## src/rtl/gpio_switch_debounce_pkg.sv

```systemverilog
// Shared constants and width helpers for the switch debounce slice.
package gpio_defs;

    // Default number of board switches feeding gpio_top.
    localparam int NUM_SW_DEF = 16;

    // Default number of consecutive differing samples needed to accept a level.
    localparam int DB_TICKS_DEF = 20;

    // Per-bit debounce counter width; must hold values up to DB_TICKS.
    function automatic int db_cnt_w(input int db_ticks);
        return $clog2(db_ticks + 1);
    endfunction

    // Prescaler counter width; a divide-by-one prescaler still needs one bit.
    function automatic int tick_cnt_w(input int tick_div);
        return (tick_div > 1) ? $clog2(tick_div) : 1;
    endfunction

    localparam int DB_CNT_W_DEF = db_cnt_w(DB_TICKS_DEF);

endpackage

```

## src/rtl/gpio_db_cell.sv

```systemverilog
// Single-bit debouncer: accepts a new level after DB_TICKS consecutive
// sample ticks on which the synchronised input differs from the held level.
module gpio_db_cell
    import gpio_defs::*;
#(
    parameter int DB_TICKS = DB_TICKS_DEF
) (
    input  logic clk,
    input  logic rst,
    input  logic tick,
    input  logic sync,
    output logic db,
    output logic rise,
    output logic fall
);

    localparam int                   CNT_W    = db_cnt_w(DB_TICKS);
    localparam logic [CNT_W-1:0]     CNT_LAST = CNT_W'(DB_TICKS - 1);

    logic [CNT_W-1:0] db_cnt_r;
    logic [CNT_W-1:0] db_cnt_nxt_s;
    logic             db_r;
    logic             db_nxt_s;
    logic             rise_r;
    logic             rise_nxt_s;
    logic             fall_r;
    logic             fall_nxt_s;

    // Next-state: any agreeing cycle clears progress; differing ticks count up to acceptance.
    always_comb begin
        db_cnt_nxt_s = db_cnt_r;
        db_nxt_s     = db_r;
        rise_nxt_s   = 1'b0;
        fall_nxt_s   = 1'b0;
        if (sync == db_r) begin
            db_cnt_nxt_s = {CNT_W{1'b0}};
        end else if (tick) begin
            if (db_cnt_r == CNT_LAST) begin
                db_nxt_s     = sync;
                db_cnt_nxt_s = {CNT_W{1'b0}};
                rise_nxt_s   = sync;
                fall_nxt_s   = ~sync;
            end else begin
                db_cnt_nxt_s = db_cnt_r + 1'b1;
            end
        end else begin
            db_cnt_nxt_s = db_cnt_r;
        end
    end

    // State and registered event pulses; reset discards any debounce progress.
    always_ff @(posedge clk) begin
        if (rst) begin
            db_cnt_r <= {CNT_W{1'b0}};
            db_r     <= 1'b0;
            rise_r   <= 1'b0;
            fall_r   <= 1'b0;
        end else begin
            db_cnt_r <= db_cnt_nxt_s;
            db_r     <= db_nxt_s;
            rise_r   <= rise_nxt_s;
            fall_r   <= fall_nxt_s;
        end
    end

    assign db   = db_r;
    assign rise = rise_r;
    assign fall = fall_r;

endmodule

```

## src/rtl/gpio_switch_debounce.sv

```systemverilog
// Raw switch conditioner: per-bit synchroniser, shared sample-tick prescaler,
// per-bit debounce cells and an aggregate change strobe for gpio_top.
module gpio_switch_debounce
    import gpio_defs::*;
#(
    parameter int NUM_SW      = NUM_SW_DEF,
    parameter int SYNC_STAGES = 2,
    parameter int TICK_DIV    = 50000,
    parameter int DB_TICKS    = DB_TICKS_DEF
) (
    input  logic              clk,
    input  logic              rst,
    input  logic [NUM_SW-1:0] sw_raw_i,
    output logic [NUM_SW-1:0] sw_db_o,
    output logic [NUM_SW-1:0] sw_rise_o,
    output logic [NUM_SW-1:0] sw_fall_o,
    output logic              sw_chg_o,
    output logic              tick_o
);

    localparam int                TICK_W    = tick_cnt_w(TICK_DIV);
    localparam logic [TICK_W-1:0] TICK_LAST = TICK_W'(TICK_DIV - 1);

    logic [NUM_SW-1:0] sync_r [SYNC_STAGES];
    logic [NUM_SW-1:0] sw_sync_s;
    logic [TICK_W-1:0] tick_cnt_r;
    logic [TICK_W-1:0] tick_cnt_nxt_s;
    logic              tick_s;

    // Multi-flop synchroniser; the raw pins are used nowhere else.
    always_ff @(posedge clk) begin
        if (rst) begin
            for (int k = 0; k < SYNC_STAGES; k++) begin
                sync_r[k] <= {NUM_SW{1'b0}};
            end
        end else begin
            sync_r[0] <= sw_raw_i;
            for (int k = 1; k < SYNC_STAGES; k++) begin
                sync_r[k] <= sync_r[k-1];
            end
        end
    end

    assign sw_sync_s = sync_r[SYNC_STAGES-1];

    // Prescaler next count: wrap at TICK_DIV-1.
    always_comb begin
        tick_cnt_nxt_s = tick_cnt_r;
        if (tick_cnt_r == TICK_LAST) begin
            tick_cnt_nxt_s = {TICK_W{1'b0}};
        end else begin
            tick_cnt_nxt_s = tick_cnt_r + 1'b1;
        end
    end

    // Prescaler counter register.
    always_ff @(posedge clk) begin
        if (rst) begin
            tick_cnt_r <= {TICK_W{1'b0}};
        end else begin
            tick_cnt_r <= tick_cnt_nxt_s;
        end
    end

    // Strobe decodes the registered count; masked during reset so a
    // divide-by-one prescaler still reads 0 while rst is held.
    assign tick_s = (tick_cnt_r == TICK_LAST) & ~rst;
    assign tick_o = tick_s;

    for (genvar i = 0; i < NUM_SW; i++) begin : g_cell
        gpio_db_cell #(
            .DB_TICKS (DB_TICKS)
        ) u_cell (
            .clk  (clk),
            .rst  (rst),
            .tick (tick_s),
            .sync (sw_sync_s[i]),
            .db   (sw_db_o[i]),
            .rise (sw_rise_o[i]),
            .fall (sw_fall_o[i])
        );
    end

    assign sw_chg_o = (|sw_rise_o) | (|sw_fall_o);

endmodule

```

## config.mk

```make
export PLATFORM = sky130hd
export DESIGN_NAME = gpio_switch_debounce
export DESIGN_NICKNAME = d
export VERILOG_FILES = /design/src/rtl/gpio_switch_debounce_pkg.sv /design/src/rtl/gpio_db_cell.sv /design/src/rtl/gpio_switch_debounce.sv
export SDC_FILE = /design/constraint.sdc
export NUM_CORES = 1
export LEC_CHECK = 0
export CORE_ASPECT_RATIO = 1.5
export CORE_MARGIN = 3
export CORE_UTILIZATION = 30
export DETAILED_ROUTE_END_ITERATION = 16
export SETUP_SLACK_MARGIN = 0.3
export SLEW_MARGIN = 20
export SYNTH_ARGS = -nofsm -noshare
export SYNTH_HDL_FRONTEND = slang
export SYNTH_SLANG_ARGS = --single-unit
```

## constraint.sdc

```tcl
create_clock -name clk -period 3.02 [get_ports clk]
set_clock_uncertainty 0.2 [all_clocks]
set_input_delay 0.453 -clock clk [delete_from_list [all_inputs] [get_ports clk]]
set_output_delay 0.453 -clock clk [all_outputs]
set_load 0.005 [all_outputs]
```

======== After elaboration in Yosys (flattened, before gate mapping) ========
Memories as Yosys holds them, arrays and structs flattened.
Index checks and enable logic that the tools add are counted.
word-level totals
  memories kept ........................... 1
  logic and storage cells ................. 242
  memory bits (writable) .................. 32
  input bits .............................. 18
  bits in latches ......................... 0
  flip-flop bits (word level) ............. 144
  bits in read-only memories .............. 0
memories
  memory  words  bits a word  read ports  clocked after Yosys merged registers in  write ports  line                        source
  sync_r  2      16           2           0                                        2            gpio_switch_debounce.sv:24  logic [NUM_SW-1:0] sync_r [SYNC_STAGES];
cells by class
  add/subtract/negate cells ............... 17
  shift operators ......................... 0
  div/mod/pow operators ................... 0
  eq/ne operators ......................... 33
  bitwise gates (word level) .............. 54
  reduce and logical (&&, ||, !) cells .... 51
  multiply operators ...................... 0
  magnitude comparators ................... 0
  mux-type cells .......................... 21
operators by type and width
  kind                     count
  $add A5 B1 Y5 const B    16
  $eq A5 B5 Y1 const B     16
  $mux W5                  16
  $reduce_or A4 Y1         16
  $not A1 Y1               50
  $reduce_and A3 Y1        16
  $reduce_or A2 Y1         17
  $mux W16                 2
  $reduce_or A16 Y1        2
  $add A16 B1 Y16 const B  1
  $eq A1 B1 Y1             16
  $eq A16 B16 Y1 const B   1
  $mux W1                  3
  $or A1 B1 Y1             3
  $and A1 B1 Y1            1

======== Logic depth before layout (Yosys ltp) ========
Gate-level depths: netlist (run 1).
  word-level depth ........................ 4
  gate-level depth with buffers ........... 8
  mapped depth without buffers ............ 6

======== By module ========
Synthesis (run 1) repeated with hierarchy kept, for this count alone.
unflattened totals
  cell total of the unflattened synthesis .. 688
  area, all modules ....................... 7,424.6 µm²
modules (own cells, without submodules)
  module                sequential area each (µm²)  instances  area an instance (µm²)  cells an instance
  gpio_db_cell          160.2                       16         360.3                   33
  gpio_switch_debounce  960.9                       1          1,659.1                 160

======== Worst setup path after synthesis (run 1) ========
Ideal clock, no wire load.
  path kind ............................... input-to-output
  from .................................... in rst
  to ...................................... out tick_o
  path slack .............................. 0.871 ns
  data required time ...................... 2.367 ns
  path buffers ............................ 3
  data arrival time ....................... 1.496 ns
  stages on the path ...................... 6
  cell sequence ........................... clkbuf_1 and4b_1 nand4_2 buf_2 inv_2 buf_2
on the way
  cells in the longest elaborated chain, start to end .. 2
ends and longest elaborated chain
  item             line                        source
  start, declared  gpio_switch_debounce.sv:12  input logic rst,
  $not A1 Y1       gpio_switch_debounce.sv:67  assign tick_s = (tick_cnt_r == TICK_LAST) & ~rst;
  $and A1 B1 Y1    gpio_switch_debounce.sv:67
  end, declared    gpio_switch_debounce.sv:18  output logic tick_o
Every way passes these cells.

======== Worst setup path after layout (run 1) ========
  from .................................... reg tick_cnt_r[0]
  to ...................................... out tick_o
on the way
  cells in the longest elaborated chain, start to end .. 2
ends and longest elaborated chain
  item                    line                        source
  start, declared         gpio_switch_debounce.sv:26  logic [TICK_W-1:0] tick_cnt_r;
  start signal, assigned  gpio_switch_debounce.sv:59  tick_cnt_r <= {TICK_W{1'b0}};
  start signal, assigned  gpio_switch_debounce.sv:61  tick_cnt_r <= tick_cnt_nxt_s;
  $eq A16 B16 Y1          gpio_switch_debounce.sv:67
  $and A1 B1 Y1           gpio_switch_debounce.sv:67
Every way passes these cells.

==> flow_metrics.tcl, run 1 <==
set metrics [dict create \
    drt_iter0_drc 405 \
    required_ns 2.37 \
    max_freq_mhz 385 \
    crit_path_end_kind "primary output" \
    gp_congestion 0.780 \
    via_per_inst 4.84 \
    hp-class "register to register" \
    place_ws_ns 0.489 \
    start_kind "register" \
    period_needed_ns 2.60 \
    detail-route-antenna-nets 0 \
    cp_slowest_cell "clkdlybuf4s50_1" \
    ys_seq_area_share_pct 46.4 \
    cts_buffers 17 \
    core_um2 24600 \
    antenna_found_initial 0 \
    port_buffers 67 \
    syn-cell-area_um2 7600 \
    cts_buffer_depth 2 \
    vias 5841 \
    synth_cell_type_count 46 \
    fin_hold_ws_ns 0.234 \
    hold_viol_final 0 \
    critPathKind "register to primary output" \
    synth-edff-count 0 \
    overflow 0 \
    worst_pin_slew_ns 0.704 \
    synth_simple_gate_area_share_pct 25.1 \
    synth_xor_area_share_pct 3.46 \
    dr.pass1.iters 6 \
    fin_setup_tns_ns 0 \
    setup_viol 0 \
    cts_setup_buffers 0 \
    p_per_area_nw_per_um2 513 \
    dp_hpwl_um 11600 \
    ys_ff_latch 176 \
    path_delay_family "buffers and inverters" \
    fp.dieH_um 201 \
    fin_ws_ns 0.421 \
    final_cell_mix "dfxtp_1, nor2_1, a21oi_1" \
    netlist_instances 858 \
    grt_setup_unrepaired "no" \
    grt_pass1_wl_um 27500 \
    initial_utilization_pct 30.9 \
    cellLeakagePower_nw 2.69 \
    clk_latency_ns 0.42 \
    ios 68 \
    layout.nets 906 \
    final_common_cell "dfxtp_1" \
    synth_compound_area_share_pct 11.4 \
    synth.avg_cell_area_um2 8.85 \
    n_antenna_cell 0 \
    wl_um 16500 \
    fillers 2493 \
    place_area_um2 8250 \
    synth.area.mux_share_pct 2.24 \
    dieArea_um2 27300 \
    syn-num-nets 893 \
    grt_max_degree 108 \
    synth_ff_type "dfxtp_1" \
    synthAdderAreaFrac_pct 2.80 \
    max_cap_violations 0 \
    drcViolationCount 0 \
    die_x_um 136 \
    grt_pass1_vias 5587 \
    layout-drive-gt1-share_pct 7.24 \
    clkTransAtPathRegs_ns 0.07 \
    ctsHtreeMaxLevel 4 \
    cp_max_fo 6 \
    multi_input_area_um2 3500 \
    status "finished clean" \
    path_cells "ha_4 -> and4b_1 -> nand4_4 -> inv_2 -> clkdlybuf4s50_1" \
    cts-root-buf "clkbuf_16" \
    worst-path-buf-inv 2 \
    crit_arrival_ns 1.95 \
    fin_util_pct 36.2 \
    yosysWarnings 0 \
    regArea_um2 3530 \
    fin_area_um2 8900 \
    max_stage_delay_ns 0.50 \
    synth_top_family_by_area "simple AND/OR/NAND/NOR gates" \
    async_flop_share_pct 0 \
    period_share_pct 86.1 \
    grt_use_total_pct 12.4 \
    relSlewSlack_pct 52.5 \
    clock_sinks 176 \
    area_growth_pct 17.1 \
    slew_viol_final 0 \
    vdd_drop_max_mv 0.405 \
    row_count 70 \
    cts_tree "built" \
    wire_per_inst_um 13.6 \
]
## final timing paths
| check | start | to | slack (ns) | depth (start not counted) |
|---|---|---|---|---|
| min | sync_r[0][2]$_SDFF_PP0_ | sync_r[0][18]$_SDFF_PP0_ | 0.23 | 1 |
| max reg2reg | tick_cnt_r[5]$_SDFF_PP0_ | tick_cnt_r[6]$_SDFF_PP0_ | 0.52 | 4 |
| max | tick_cnt_r[0]$_SDFF_PP0_ | tick_o | 0.42 | 5 |
| min reg2reg | sync_r[0][2]$_SDFF_PP0_ | sync_r[0][18]$_SDFF_PP0_ | 0.23 | 1 |
## worst reg2reg max path: cells and delay by family, from the launching register on
family           cells  cell delay, ns
AND/OR/NAND/NOR      4            1.81
flip-flops           1            0.37
## kinds of logic after synthesis
kind of cell / after synthesis
multiplexers: 17
AO/OA/AOI/OAI: 155
XOR/XNOR: 30
buffers and inverters: 120
AND/OR/NAND/NOR: 343
flip-flops: 176
adder cells (fa/ha/maj): 17
## metrics by stage
stage,total power [mW],std cells
5_1_grt,4.73,1208
4_1_cts,4.63,1208
3_5_place_dp,2.50,1176
2_1_floorplan,2.46,858
6_report,4.57,1208
3_3_place_gp,2.50,1176
## state kept, by name (all words and copies together) (netlist names)
name	count
sync_r	32
g_cell.u_cell.fall	16
g_cell.u_cell.rise	16
tick_cnt_r	16
g_cell.u_cell.db_cnt_r	80
g_cell.u_cell.db	16
## cell usage after synthesis (10+ instances only)
master / number / area (um^2)
a21oi_1: 70 / 350
buf_4: 48 / 360
clkbuf_1: 18 / 67.6
dfxtp_1: 176 / 3520
ha_1: 17 / 213
inv_1: 39 / 146
mux2i_1: 17 / 170
nand2_1: 24 / 90.1
nand2b_1: 21 / 131
nand3_1: 58 / 290
nor2_1: 86 / 323
nor2b_1: 37 / 231
nor3_1: 11 / 55.1
nor3b_1: 10 / 75.1
nor4_1: 13 / 81.3
nor4bb_1: 14 / 140
o21ai_0: 55 / 275
or3_1: 36 / 225
xnor2_1: 28 / 245
## power by group
part	leakage, nW	switching, mW	internal, mW
Clock	0.265	0.948	1.17
Sequential	1.43	0.0148	2.34
Combinational	0.996	0.0432	0.0451
## routing by layer
metal,GRT usage (%),vias to the layer above,part of all wire (%)
li1,-,2963,-
met1,14.1,2762,43
met2,22.1,97,50
met3,3.26,19,5.1
met4,4.50,0,1.9
met5,0,-,0
## final cells by class
| class | instances | share of cell area (%) |
|---|---|---|
| clock inverter | 13 | 1.43 |
| tap | 324 | 4.56 |
| inverter | 40 | 1.69 |
| timing repair buffer | 74 | 8.38 |
| clock buffer | 19 | 4.98 |
| multi-input combinational | 562 | 39.3 |
| sequential | 176 | 39.6 |
## repair_timing
| action | 4_1_cts | 5_1_grt |
|---|---|---|
| setup endpoints to repair | 2 | 2 |
| pin swaps | 0 | 1 |
| hold endpoints to repair | 0 | 0 |
| resized for setup | 7 | 7 |
| hold buffers | 0 | 0 |
No activity file was read; power rests on OpenSTA's default activity.
==> inputs of run 2 (changes only) <==
- CAP_MARGIN: not set -> 15
==> results of run 2 <==
No change in the layout: final DEF, timing and power equal those of run 1.
==> inputs of run 3 (changes only) <==
- ABC_CLOCK_PERIOD_IN_PS: not set -> 3020
==> results of run 3 <==
No change in the layout: final DEF, timing and power equal those of run 1.
